## src/rtl/recovery_rom.sv

```systemverilog
// Debug-mode recovery ROM on the instruction-fetch bus, with episode tracking and runaway detection.
// Latency: LATENCY cycles from grant to rvalid_o, fully pipelined, one request per cycle.
// Backpressure: none, gnt_o follows req_i; optional hit counter enabled by RECOVERY_ROM_FETCH_CNT_EN.
module recovery_rom #(
   parameter logic [31:0] ROM_BASE  = 32'h00040080,
   parameter int          NUM_WORDS = 16,
   parameter int          LATENCY   = 1,
   parameter int          TIMEOUT   = 64
) (
   input  logic        clk_i,
   input  logic        rst_ni,
   input  logic        req_i,
   output logic        gnt_o,
   input  logic [31:0] addr_i,
   output logic        rvalid_o,
   output logic [31:0] rdata_o,
   output logic        err_o,
   output logic        recovery_active_o,
   output logic        recovery_timeout_o,
   output logic [15:0] fetch_count_o
);

   localparam int          CW       = $clog2(TIMEOUT) + 1;
   localparam logic [31:0] DRET_INS = 32'h7B200073;

   typedef enum logic {IDLE, ACTIVE} state_t;

   // Built-in recovery image: two nops, fence.i, dret, then ebreak padding.
   function automatic logic [31:0] image_word(input logic [7:0] idx);
      case (idx)
         8'd0, 8'd1: image_word = 32'h00000013;
         8'd2:       image_word = 32'h0000100F;
         8'd3:       image_word = DRET_INS;
         default:    image_word = 32'h00100073;
      endcase
   endfunction

   logic [31:0]        off;
   logic               hit;
   logic [31:0]        acc_dat;
   logic               entry;
   logic               dret_rsp;
   logic [LATENCY-1:0] vld_q;
   logic [LATENCY-1:0] err_q;
   logic [31:0]        dat_q [LATENCY];
   state_t             state_q, state_d;
   logic [CW-1:0]      cnt_q, cnt_d;
   logic               timeout_q;

   // The ROM never stalls; grant is forced low while reset is held.
   assign gnt_o   = req_i & rst_ni;

   // Address decode: word-aligned, at or above the base, inside the image.
   assign off     = addr_i - ROM_BASE;
   assign hit     = (addr_i >= ROM_BASE) && ((off >> 2) < 32'(NUM_WORDS)) && (addr_i[1:0] == 2'b00);
   assign acc_dat = hit ? image_word(off[9:2]) : 32'h0;

   // Response pipeline; data and error are zeroed in empty slots so outputs read 0 when idle.
   always_ff @(posedge clk_i or negedge rst_ni) begin
      if (!rst_ni) begin
         vld_q <= '0;
         err_q <= '0;
         for (int i = 0; i < LATENCY; i++) dat_q[i] <= 32'h0;
      end else begin
         vld_q[0] <= gnt_o;
         err_q[0] <= gnt_o & ~hit;
         dat_q[0] <= gnt_o ? acc_dat : 32'h0;
         for (int i = 1; i < LATENCY; i++) begin
            vld_q[i] <= vld_q[i-1];
            err_q[i] <= err_q[i-1];
            dat_q[i] <= dat_q[i-1];
         end
      end
   end

   assign rvalid_o = vld_q[LATENCY-1];
   assign err_o    = err_q[LATENCY-1];
   assign rdata_o  = dat_q[LATENCY-1];

   // Episode starts on a fetch of the entry word and ends when dret comes back.
   assign entry    = gnt_o && (addr_i == ROM_BASE);
   assign dret_rsp = rvalid_o && !err_o && (rdata_o == DRET_INS);

   // Episode state register.
   always_ff @(posedge clk_i or negedge rst_ni) begin
      if (!rst_ni) state_q <= IDLE;
      else         state_q <= state_d;
   end

   // Next-state: a re-entry beats a simultaneous dret return.
   always_comb begin
      state_d = state_q;
      case (state_q)
         IDLE:    if (entry) state_d = ACTIVE;
         ACTIVE:  if (entry) state_d = ACTIVE;
                  else if (dret_rsp) state_d = IDLE;
         default: state_d = IDLE;
      endcase
   end

   // Episode output decode.
   always_comb begin
      recovery_active_o = (state_q == ACTIVE);
   end

   // Episode fetch count: entry counts as fetch 1, saturates at all-ones.
   always_comb begin
      cnt_d = cnt_q;
      if (entry)
         cnt_d = CW'(1);
      else if (state_q == ACTIVE && dret_rsp)
         cnt_d = '0;
      else if (state_q == ACTIVE && gnt_o && cnt_q != '1)
         cnt_d = cnt_q + CW'(1);
   end

   // Count register and sticky runaway flag, raised as the TIMEOUT-th fetch is counted.
   always_ff @(posedge clk_i or negedge rst_ni) begin
      if (!rst_ni) begin
         cnt_q     <= '0;
         timeout_q <= 1'b0;
      end else begin
         cnt_q     <= cnt_d;
         timeout_q <= timeout_q | (cnt_d >= CW'(TIMEOUT));
      end
   end

   assign recovery_timeout_o = timeout_q;

`ifdef RECOVERY_ROM_FETCH_CNT_EN
   logic [15:0] fcnt_q;

   // Free-running count of granted hits since reset, wraps at 16 bits.
   always_ff @(posedge clk_i or negedge rst_ni) begin
      if (!rst_ni)          fcnt_q <= 16'h0;
      else if (gnt_o && hit) fcnt_q <= fcnt_q + 16'h1;
   end

   assign fetch_count_o = fcnt_q;
`else
   assign fetch_count_o = 16'h0;
`endif

endmodule
```

## config.mk

```make
export PLATFORM = sky130hd
export DESIGN_NAME = recovery_rom
export DESIGN_NICKNAME = d
export VERILOG_FILES = /design/src/rtl/recovery_rom.sv
export SDC_FILE = /design/constraint.sdc
export NUM_CORES = 1
export LEC_CHECK = 0
export ABC_AREA = 1
export CORE_MARGIN = 2
export CORE_UTILIZATION = 35
export CTS_CLUSTER_SIZE = 8
export DETAILED_ROUTE_END_ITERATION = 6
export PLACE_DENSITY = 0.71
export SETUP_SLACK_MARGIN = 0.15
export SLEW_MARGIN = 20
export SYNTH_ARGS = -nofsm -noshare
export SYNTH_HDL_FRONTEND = slang
export SYNTH_SLANG_ARGS = --single-unit
```

## constraint.sdc

```tcl
create_clock -name clk_i -period 1.5 [get_ports clk_i]
set_input_delay 0.3 -clock clk_i [delete_from_list [all_inputs] [get_ports clk_i]]
set_output_delay 0.3 -clock clk_i [all_outputs]
set_load 0.02 [all_outputs]
```

# Yosys cells after proc, flatten, opt, wreduce, memory -nomap -nowiden
# Cells that the tools add are included.
# word_totals
reg_bits	43
in_bits	35
out_inout_bits	53
elab_cells	44
# classes
n_addsub	2
n_lt_le_gt_ge	3
eq_ne	6
muxes	10
bitwise_logic	5
n_reduce_logical	12
# op_table
operator	n
$pmux 31 s3	1
$mux 32	2
$eq 32x19->1 const B	1
$eq 32x31->1 const B	1
$ge 32x19->1 const B	1
$sub 32x19->32 const B	1
$lt 30x5->1 const B	1
$mux 7	3
$eq 8x2->1 const B	2
$eq 8x1->1 const B	1
$logic_and 1x1->1	8
$logic_not 8->1	1
$add 7x1->7 const B	1
$ge 7x7->1 const B	1
$ne 7x7->1 const B	1
$mux 1	3
$and 1x1->1	2
$logic_not 2->1	1
$not 1->1	2
$pmux 1 s2	1
$reduce_or 2->1	1
$logic_not 1->1	1
$or 1x1->1	1

# Depth between registers and ports, before layout
# logic_depth
word_depth	8
mapped_depth	14
mapped_depth_nobuf	14

# Worst setup path before layout
# No wires, ideal clock.
# synth_timing
path_kind	input-to-reg
from	in addr_i[7]
to	reg dat_q (netlist bit rdata_o[12])
setup_time_ps	72
t_arrival_ps	1622
t_required_ps	1428
path_slack_ps	-194
stages	14
n_path_buf	0
cell_sequence	inv_1 -> ha_1 -> inv_1 -> nand2_1 -> nand3_1 -> nor2_1 -> nand2_1 -> nor2_1 -> nand2_1 -> nor2_1 -> nand3_2 -> nor2_4 -> nand4_4 -> nor2_2
# synth_via
elab_chain_cells	6
word_cells_on_any_way	13
cone_classes	1 x add/sub; 2 x order compare; 3 x eq/ne; 3 x mux; 4 x reduce/logical
# synth_rtl
element	line	text
start, declared	14	input logic [31:0] addr_i,
$sub 32x19->32	54	assign off = addr_i - ROM_BASE;
$lt 30x5->1 (tied with other cells)	55	assign hit = (addr_i >= ROM_BASE) && ((off >> 2) < 32'(NUM_WORDS)) && (addr_i[1:0] == 2'b00);
$logic_and 1x1->1 or $reduce_or 2->1 (tied branches)	55, 30	
$logic_and 1x1->1 or $pmux 31 s3 (tied branches)	55, 30	
$mux 32 *	56	assign acc_dat = hit ? image_word(off[9:2]) : 32'h0;
$mux 32 *	67	dat_q[0] <= gnt_o ? acc_dat : 32'h0;
end signal, assigned by index	71	dat_q[i] <= dat_q[i-1];
end, declared	45	logic [31:0] dat_q [LATENCY];
# Mark *: on every way between the ends. The rest lies on a longest branch, timed or not.

# Final worst setup path
# layout_timing
from	in addr_i[7]
to	reg dat_q (netlist bit rdata_o[29])
# The elaborated chain is that of the path after synthesis.

==> PnR_summary.wiki <==
{| class="wikitable"
! Metric !! Value
|-
| Largest net degree at the start of global routing || 18
|-
| Syn_area_per_cell || 6.13 µm²
|-
| Final RePlAce weighted congestion || 0.916
|-
| Clock tree from TritonCTS || built
|-
| RSZ-0062 raised after global routing || yes
|-
| IO Count || 88
|-
| Initial antenna violation count || 0
|-
| Leakage power || 1.75 nW
|-
| Power after layout || 0.00191 W
|-
| Synth-to-layout area growth || 65.1%
|-
| Post-synth top area share || 20.8%
|-
| Clock Latency Late Sink || 0.25 ns
|-
| Worst setup slack for register-to-register paths || 0.01 ns
|-
| Most frequent cells in the layout || sky130_fd_sc_hd__buf_4, sky130_fd_sc_hd__nand2_1, sky130_fd_sc_hd__inv_1
|-
| Sum of overflow across all layers after global routing || 0
|-
| Clock-pin slew of the registers on the worst-case setup and hold paths || 0.06 ns
|-
| Core region area || 5570 µm²
|-
| Post-synthesis share of cell area spent on full adders, half adders and majority gates || 1.23%
|-
| Global-route wire length before repair || 9.11 mm
|-
| Post-Syn Instances || 333
|-
| Initial Utilization || 36.6%
|-
| Die extent in y || 80.4 µm
|-
| TritonCTS Buffers || 3
|-
| Power density normalized to cell area || 567 nW/µm²
|-
| Area fraction in compound gates after synthesis || 4.11%
|-
| Count of H-tree levels built during CTS || 1
|-
| Leading cell type in the layout, fill and taps excluded || sky130_fd_sc_hd__buf_4
|-
| Total DRC errors in the routed layout || 0
|-
| Setup Crit Path Kind || in -> reg
|-
| Num rows || 27
|-
| Number of warnings reported in the yosys synthesis log || 0
|-
| Combined area of all synthesized cells || 2040 µm²
|-
| Smallest setup slack after layout || -0.113 ns
|-
| Final clock period utilization by the worst path || 108%
|-
| Total of buffers placed on input and output ports || 55
|-
| Min-Delay Path Class || in -> async
|-
| Shortest period the worst path allows || 1.61 ns
|-
| Launch point of the worst reg-to-reg path || cnt_q[3]$_DFF_PN0_
|-
| Number of storage elements in the synthesis netlist || 17
|-
| Vias || 2379
|-
| Combinational family with the most area after synthesis || simple AND/OR/NAND/NOR gates
|-
| Worst clock skew || 0.00129 ns
|-
| Antenna viol nets, final || 0
|-
| Layout cell share with drive strength beyond 1 || 48.4%
|-
| Biggest fanout along the worst timing path || 6
|-
| Count of final hold-check violations || 0
|-
| CTS root buf || sky130_fd_sc_hd__clkbuf_8
|-
| Area post-placement || 2860 µm²
|-
| Run status || complete, but fails checks
|-
| Overall die area || 6460 µm²
|-
| Startpoint types || input pin
|-
| Final setup violation count || 7
|-
| FMAX || 620 MHz
|-
| Clock Tree Buf Depth || 2
|-
| Total routed wirelength || 5.91 mm
|-
| Setup crit end kind || register
|-
| Arrival time worst endpoint || 1.80 ns
|-
| Routed wire per std cell || 11.2 µm
|-
| Final standard cell area without fillers || 3370 µm²
|-
| Sequential cell area fraction in the yosys report || 20.8%
|-
| Total of max-cap violations || 0
|-
| Dominant cell type by area after synthesis || sky130_fd_sc_hd__dfrtp_1
|-
| R2R Path End || cnt_q[3]$_DFF_PN0_
|-
| X dimension of the die || 80.4 µm
|-
| Pre-antenna DRT Iters || 4
|-
| Layout Nets || 493
|-
| Simple-gate area share of the yosys netlist || 46.7%
|-
| All-Layer GR Usage || 17.5%
|-
| Distinct cell type count of the synthesized netlist || 31
|-
| Post-synthesis xor/xnor area fraction || 2.15%
|-
| Failing checks || negative setup slack
|-
| Vias per std cell || 4.51
|-
| HPWL after detailed placement || 4.19 mm
|-
| Worst R2R Path Depth || 9
|-
| Top cells by area, synth || sky130_fd_sc_hd__dfrtp_1, sky130_fd_sc_hd__buf_4, sky130_fd_sc_hd__nand2_1, sky130_fd_sc_hd__inv_1, sky130_fd_sc_hd__nor2_1
|-
| Via count of the first global-routing pass || 2194
|-
| Data required time at the worst endpoint || 1.69 ns
|-
| Pins over their slew limit || 0
|-
| Place WS || -0.787 ns
|-
| Count of hold-fix buffers inserted at cts || 0
|-
| Mux cell area share after synthesis || 0%
|-
| Worst ir drop on vdd || 0.377 mV
|-
| Initial drt markers || 63
|-
| Count of inserted antenna diode cells || 0
|-
| Sink count of the clock tree || 17
|}
==> flip-flops by register name, indices dropped and copies added, names as in the netlist <==
| register | flops |
|---|---|
| recovery_timeout_o | 1 |
| err_o | 1 |
| rvalid_o | 1 |
| rdata_o | 6 |
| recovery_active_o | 1 |
| cnt_q | 7 |
==> Yosys cell counts <==
master                     number
sky130_fd_sc_hd__nand2_1       82
sky130_fd_sc_hd__inv_1         45
sky130_fd_sc_hd__nor2_1        44
sky130_fd_sc_hd__buf_4         42
sky130_fd_sc_hd__nand3_1       26
sky130_fd_sc_hd__nor2_2        19
sky130_fd_sc_hd__dfrtp_1       17
sky130_fd_sc_hd__nand4_1        8
sky130_fd_sc_hd__nand2_2        5
sky130_fd_sc_hd__nor3_1         5
sky130_fd_sc_hd__a21oi_1        4
sky130_fd_sc_hd__inv_2          4
sky130_fd_sc_hd__nand3_2        3
sky130_fd_sc_hd__nor2_4         3
sky130_fd_sc_hd__o21ai_0        3
sky130_fd_sc_hd__xor2_1         3
sky130_fd_sc_hd__clkinv_1       2
sky130_fd_sc_hd__ha_1           2
sky130_fd_sc_hd__nor4_1         2
sky130_fd_sc_hd__or2_1          2
sky130_fd_sc_hd__xnor2_1        2
sky130_fd_sc_hd__a21oi_2        1
sky130_fd_sc_hd__a31oi_1        1
sky130_fd_sc_hd__conb_1         1
sky130_fd_sc_hd__nand4_4        1
sky130_fd_sc_hd__nor3b_1        1
sky130_fd_sc_hd__o21a_1         1
sky130_fd_sc_hd__o21ai_1        1
sky130_fd_sc_hd__o21ai_2        1
sky130_fd_sc_hd__o31ai_2        1
sky130_fd_sc_hd__or2_2          1
==> final cells by class <==
class | instances | area (µm²)
fillers | 509 | 2210
multi-input cells | 254 | 1610
repair buffers | 129 | 996
flip-flops and latches | 17 | 427
inverters | 51 | 200
well taps | 72 | 90.1
clock buffers | 3 | 41.3
clock inverters | 1 | 5.00
==> repair_timing <==
action,in CTS,in global routing
setup buffers,16,15
resized for setup,190,68
endpoints found under the setup margin,37,22
pin swaps,72,56
==> worst max-delay path, stage by stage <==
cell,delay (ns)
sky130_fd_sc_hd__buf_6,0.09
sky130_fd_sc_hd__clkinvlp_4,0.08
sky130_fd_sc_hd__ha_4,0.18
sky130_fd_sc_hd__inv_1,0.05
sky130_fd_sc_hd__nand2_1,0.07
sky130_fd_sc_hd__nand3_2,0.06
sky130_fd_sc_hd__nor2_2,0.11
sky130_fd_sc_hd__nand2_1,0.07
sky130_fd_sc_hd__nor2_1,0.09
sky130_fd_sc_hd__nand2_1,0.07
sky130_fd_sc_hd__nor2_2,0.12
sky130_fd_sc_hd__nand3_2,0.10
sky130_fd_sc_hd__nor2_4,0.12
sky130_fd_sc_hd__nand4_4,0.17
sky130_fd_sc_hd__nor2_2,0.12
==> per-layer routing <==
layer	global-route usage, %	vias up	wire [µm]
li1	-	1200	-
met5	0	-	0
met2	33.7	83	3180
met4	6.44	0	105
met1	19.5	1081	2330
met3	1.91	15	289
==> worst max-delay path by stage <==
stage	from	endpoint	slack [ns]	cells past startpoint
floorplan	addr_i[7]	rdata_o[12]$_DFF_PN0_	-0.12	12
global placement	addr_i[8]	rdata_o[4]$_DFF_PN0_	-0.71	13
detailed placement	addr_i[8]	rdata_o[29]$_DFF_PN0_	-0.79	13
CTS	addr_i[7]	rdata_o[29]$_DFF_PN0_	-0.14	13
global route	addr_i[7]	rdata_o[29]$_DFF_PN0_	-0.27	15
finish	addr_i[7]	rdata_o[29]$_DFF_PN0_	-0.11	15
==> cell families (layout without fill, tap and decap cells) <==
logic type,Yosys count,in the layout
flops,17,17
simple gates,202,202
buf+inv,93,184
xor+xnor,5,5
other cells,1,32
compound gates,13,13
fa+ha+maj,2,2
==> power breakdown <==
part	leakage, nW	total [W]	switching (W)	internal [W]
clock network	0.0255	0.000344	0.000159	0.000185
registers	0.221	0.000595	0.0000624	0.000532
logic	1.51	0.000972	0.000517	0.000456
==> metrics by stage <==
step | hold WS (ns) | instances | util [%] | TNS, ns
after floorplan | 0.00441 | 364 | - | -0.712
after global placement | 0.449 | 492 | 51.2 | -9.50
after detailed placement | 0.455 | 492 | 51.2 | -10.13
after CTS | 0.177 | 512 | 56.9 | -0.641
after global routing | 0.212 | 527 | 60.4 | -1.94
final | 0.164 | 527 | 60.4 | -0.596
Note: power is estimated with default switching activity, not from simulation.
==> patch 1 (same flow settings) <==
The parameter `LATENCY` goes from 1 to 2.
--- a/src/rtl/recovery_rom.sv
+++ b/src/rtl/recovery_rom.sv
@@ -6,3 +6,3 @@
    parameter int          NUM_WORDS = 16,
-   parameter int          LATENCY   = 1,
+   parameter int          LATENCY   = 2,
    parameter int          TIMEOUT   = 64
Check against the original RTL: not equivalent (a bounded check fails within 4 cycles, from zero or initial values and one cycle with rst_ni low).
==> patch 1 against the unedited design <==
  * The flow still finishes with violations (setup timing)
  * Worst setup slack got worse by 0.090 ns
  * Final area rose by 8.8%
  * Synthesized area up 14%
  * Sequential cell count is 8 higher
  * Global-route usage down 0.39 points
  * Power increased by 6.8%
  * First-iteration DRC count fell by 6.3%
  * Wire length rose by 9.0%
  * Via count up 6.6%
  * Sequential share of layout area is 4.4 points higher
  * Non-clock buffer count grew 17
==> patch 1: results (changes against the unedited design) <==
DR WL/cell=11.3 um (+1.3%); first-pass GRT wire length=10.4 mm (+14%); top cells by instance count after synthesis=nand2_1 (84), inv_1 (52), buf_4 (49), nor2_1 (46), dfrtp_1 (25); metal2 WL=3.49 mm (+9.8%); GRT met2 Usage=0.336 (-0.000729); setup TNS=-1.82 ns (-1.22 ns); met3 Track Usage GR=0.0135 (-0.00563); Initial DRC Count=59 (-6.3%); DP HPWL=4.64 mm (+11%); pre-CTS WS=-0.925 ns (-0.138 ns); Worst R2R End=cnt_q[4]$_DFF_PN0_; WL met3=304 um (+5.2%); reg2reg start=cnt_q[0]$_DFF_PN0_; Final #Nets=528 (+7.1%); clock-pin slew on the worst setup and hold paths=0.08 ns (+0.02 ns); Worst EP arrival=1.90 ns (+0.10 ns); drt pass-1 iters=5 (+1); # setup viols final=13 (+6); CP startpoint=addr_i[12]; vias in the first global route=2404 (+9.6%); setup slack, reg-to-reg=-0.03 ns (-0.04 ns); Setup WS post-layout=-0.202 ns (-0.0897 ns); GR met1 Demand/Resource=0.197 (+0.00204); failing checks=setup timing; Post-Route Skew=0.00501 ns (+0.00372 ns); status=finished, violations left; peak supply drop=620 uV (+64%)
patch 1: changes by cell type after synthesis, sizes merged:
cell,change
o21ai,+3
a21boi,+1
nor2,+4
buf,+7
clkinv,-2
nand2,+5
inv,+5
nor4,-1
nand3,-5
dfrtp,+8
patch 1: logic make-up (layout without fill, tap and decap cells):
group	after synthesis	in the layout	share of synthesized area
simple gates	205	205	0.416
buf+inv	103	204	0.244
flops	25	25	0.268
compound gates	17	17	0.0402
xor+xnor	5	5	0.0188
fa+ha+maj	2	2	0.0107
other cells	1	32	0.00161
patch 1: layout make-up:
type                    count  area [um^2]
flip-flops and latches     25          626
repair buffers            146         1170
inverters                  54          226
clock buffers               4         45.0
multi-input cells         261         1500
fillers                   607         2720
well taps                  77         96.3
patch 1: worst min-delay path by stage:
stage | start | slack [ns] | endpoint | depth (start not counted)
4_1_cts | rst_ni | 0.18 | recovery_active_o$_DFF_PN0_ | 2
2_1_floorplan | rst_ni | 0.004 | cnt_q[0]$_DFF_PN0_ | 0
6_report | rst_ni | 0.19 | recovery_active_o$_DFF_PN0_ | 2
3_3_place_gp | vld_q[0]$_DFF_PN0_ | 0.33 | vld_q[1]$_DFF_PN0_ | 0
5_1_grt | rst_ni | 0.22 | recovery_active_o$_DFF_PN0_ | 2
3_5_place_dp | dat_q[36]$_DFF_PN0_ | 0.34 | rdata_o[4]$_DFF_PN0_ | 0
patch 1: report_power, final:
part           internal (mW)  total, mW  switching [mW]
Clock                  0.190      0.381           0.192
Combinational          0.405      0.864           0.459
Sequential             0.741      0.796          0.0542
patch 1: critical path: cells and delay by family:
kind,cells,cell delay [ns]
AND/OR/NAND/NOR,13,1.39
buffers and inverters,1,0.22
==> patch 2 (same flow settings) <==
Made on the original files. Register the output `err_o`, cleared by the reset; this adds one clock of latency there. The other outputs are not delayed to match.
--- a/src/rtl/recovery_rom.sv
+++ b/src/rtl/recovery_rom.sv
@@ -26,2 +26,4 @@
    typedef enum logic {IDLE, ACTIVE} state_t;
+
+   logic err_d;
 
@@ -76,3 +78,3 @@
    assign rvalid_o = vld_q[LATENCY-1];
-   assign err_o    = err_q[LATENCY-1];
+   assign err_d    = err_q[LATENCY-1];
    assign rdata_o  = dat_q[LATENCY-1];
@@ -81,3 +83,3 @@
    assign entry    = gnt_o && (addr_i == ROM_BASE);
-   assign dret_rsp = rvalid_o && !err_o && (rdata_o == DRET_INS);
+   assign dret_rsp = rvalid_o && !err_d && (rdata_o == DRET_INS);
 
@@ -143,2 +145,10 @@
 
+   always_ff @(posedge clk_i or negedge rst_ni) begin
+      if (!rst_ni) begin
+         err_o <= '0;
+      end else begin
+         err_o <= err_d;
+      end
+   end
+
 endmodule
Function: changed (Yosys sat finds a counterexample within 4 cycles, from zero or initial values and one cycle with rst_ni low).
==> patch 2 against the unedited design <==
  * The flow still finishes with violations (setup timing)
  * Power is 0.73% higher
  * Final area is 3.3% higher
  * Clock power is 15% higher
  * Critical path depth is 2 lower
  * Wire length is 8.3% higher
  * Sequential share of layout area is 0.32 points higher
  * Worst setup slack worse by 0.0044 ns
  * Sequential cell count is 1 higher
  * First-iteration DRC count is 17% higher
  * Synthesized cell count is 0.30% higher
  * Global-route usage is 2.0 points higher
  * Die area is 1.2% higher
  * Synthesized area is 1.2% higher
  * Critical path type unchanged
  * Largest cell class unchanged
==> patch 2: results (changes against the unedited design) <==
max reg flops=7 (unchanged); largest net degree at the start of global routing=19 (+1); pre-CTS WS=-0.809 ns (-0.0220 ns); Final GP Congestion=0.906 (-1.1%); worst setup path endpoint=rdata_o[4]$_DFF_PN0_; Setup WS post-layout=-0.117 ns (-0.00439 ns); max incr delay on CP=0.20 ns (+0.02 ns); HP Class=primary input to asynchronous set/reset pin; metal2 WL=3.53 mm (+11%); share of cells above drive strength 1=0.480 (-0.00317); setup TNS=-0.799 ns (-0.203 ns); Compound-Gate Fraction of Synth Area=0.0406 (-0.000498); cts bufs inserted=3 (unchanged); reg2reg start=rdata_o[12]$_DFF_PN0_; # setup viols final=10 (+3); Placed Instances=499 (+1.4%); mux cell area share after synthesis=0 (unchanged); Worst R2R End=recovery_timeout_o$_DFF_PN0_; met3 Track Usage GR=0.0144 (-0.00466); Leak Pwr=1.75 nW (-0.22%); failing checks=setup timing; GR met1 Demand/Resource=0.222 (+0.0262); DP HPWL=4.59 mm (+9.5%); DR WL/cell=12.1 um (+7.7%); Worst-Skew Late Latency=between 0.2 and 0.3 ns; status=finished, violations left; worst r2r path cells=5 (-4); Initial DRC Count=74 (+17%); CP max FO=6 (unchanged); sequential share of the synthesized area=0.218 (+0.00959); total track usage=0.196 (+0.0204); final hold slack=0.174 ns (+0.0102 ns); Post-Route Skew=0.00412 ns (+0.00283 ns); vias in the first global route=2353 (+7.2%); Max Slew Vio Count=0 (unchanged); Distinct cells, synth=31 (unchanged); first-pass GRT wire length=10.2 mm (+12%); CP startpoint=addr_i[7]; Finished Layout Cells=530 (+0.57%); Mapped Cells=334 (+0.30%); GRT met2 Usage=0.379 (+0.0418); dominant cells by area after synthesis=dfrtp_1 (22%), buf_4 (15%), nand2_1 (15%), inv_1 (8.2%), nor2_1 (8.0%); DP Area=0.00293 mm^2 (+2.5%); setup slack, reg-to-reg=0.04 ns (+0.03 ns); WL met3=284 um (-1.7%); met1 WL=2.43 mm (+4.2%); Vias/cell=4.55 (+0.81%); xor and xnor area share after synthesis=0.0212 (-0.000260); Post-Synth Adder-Cell Area=0.0121 (-0.000149); root buf cell=clkbuf_8; peak supply drop=486 uV (+29%); clock-pin slew on the worst setup and hold paths=roughly 0.07 ns; drt pass-1 iters=4 (unchanged); H-tree levels=1 (unchanged); Ys Warns=0 (unchanged); Top reg by flops=cnt_q; top sig layer=met4
## patch 2: power breakdown
| part | switching [mW] | internal (mW) |
|---|---|---|
| registers | 0.0651 | 0.561 |
| logic | 0.498 | 0.406 |
| clock network | 0.162 | 0.233 |
## patch 2: area by class of cell
type	count	area [um^2]
fillers	513	2130
multi-input cells	254	1610
repair buffers	131	1070
flip-flops and latches	18	452
inverters	51	200
well taps	72	90.1
clock buffers	4	55.1
## patch 2: repair_timing
item                       CTS  global route
setup buffers               22             5
gates resized for setup    191            48
hold buffers                 0             0
setup endpoints to repair   37            18
pin swaps                   61            29
## patch 2: cells by family (layout without fill, tap and decap cells)
family,count (synthesis),in the layout
xor+xnor,5,5
buf+inv,93,186
fa+ha+maj,2,2
other cells,1,32
compound gates,13,13
simple gates,202,202
flops,18,18
## patch 2: worst reg2reg max path: cells and delay by family (launching register included)
family	cells	cell delay (ns)
AOI/OAI and AO/OA	1	0.36
DFF	1	0.40
and+or+nand+nor	3	0.54
buffers and inverters	1	0.07
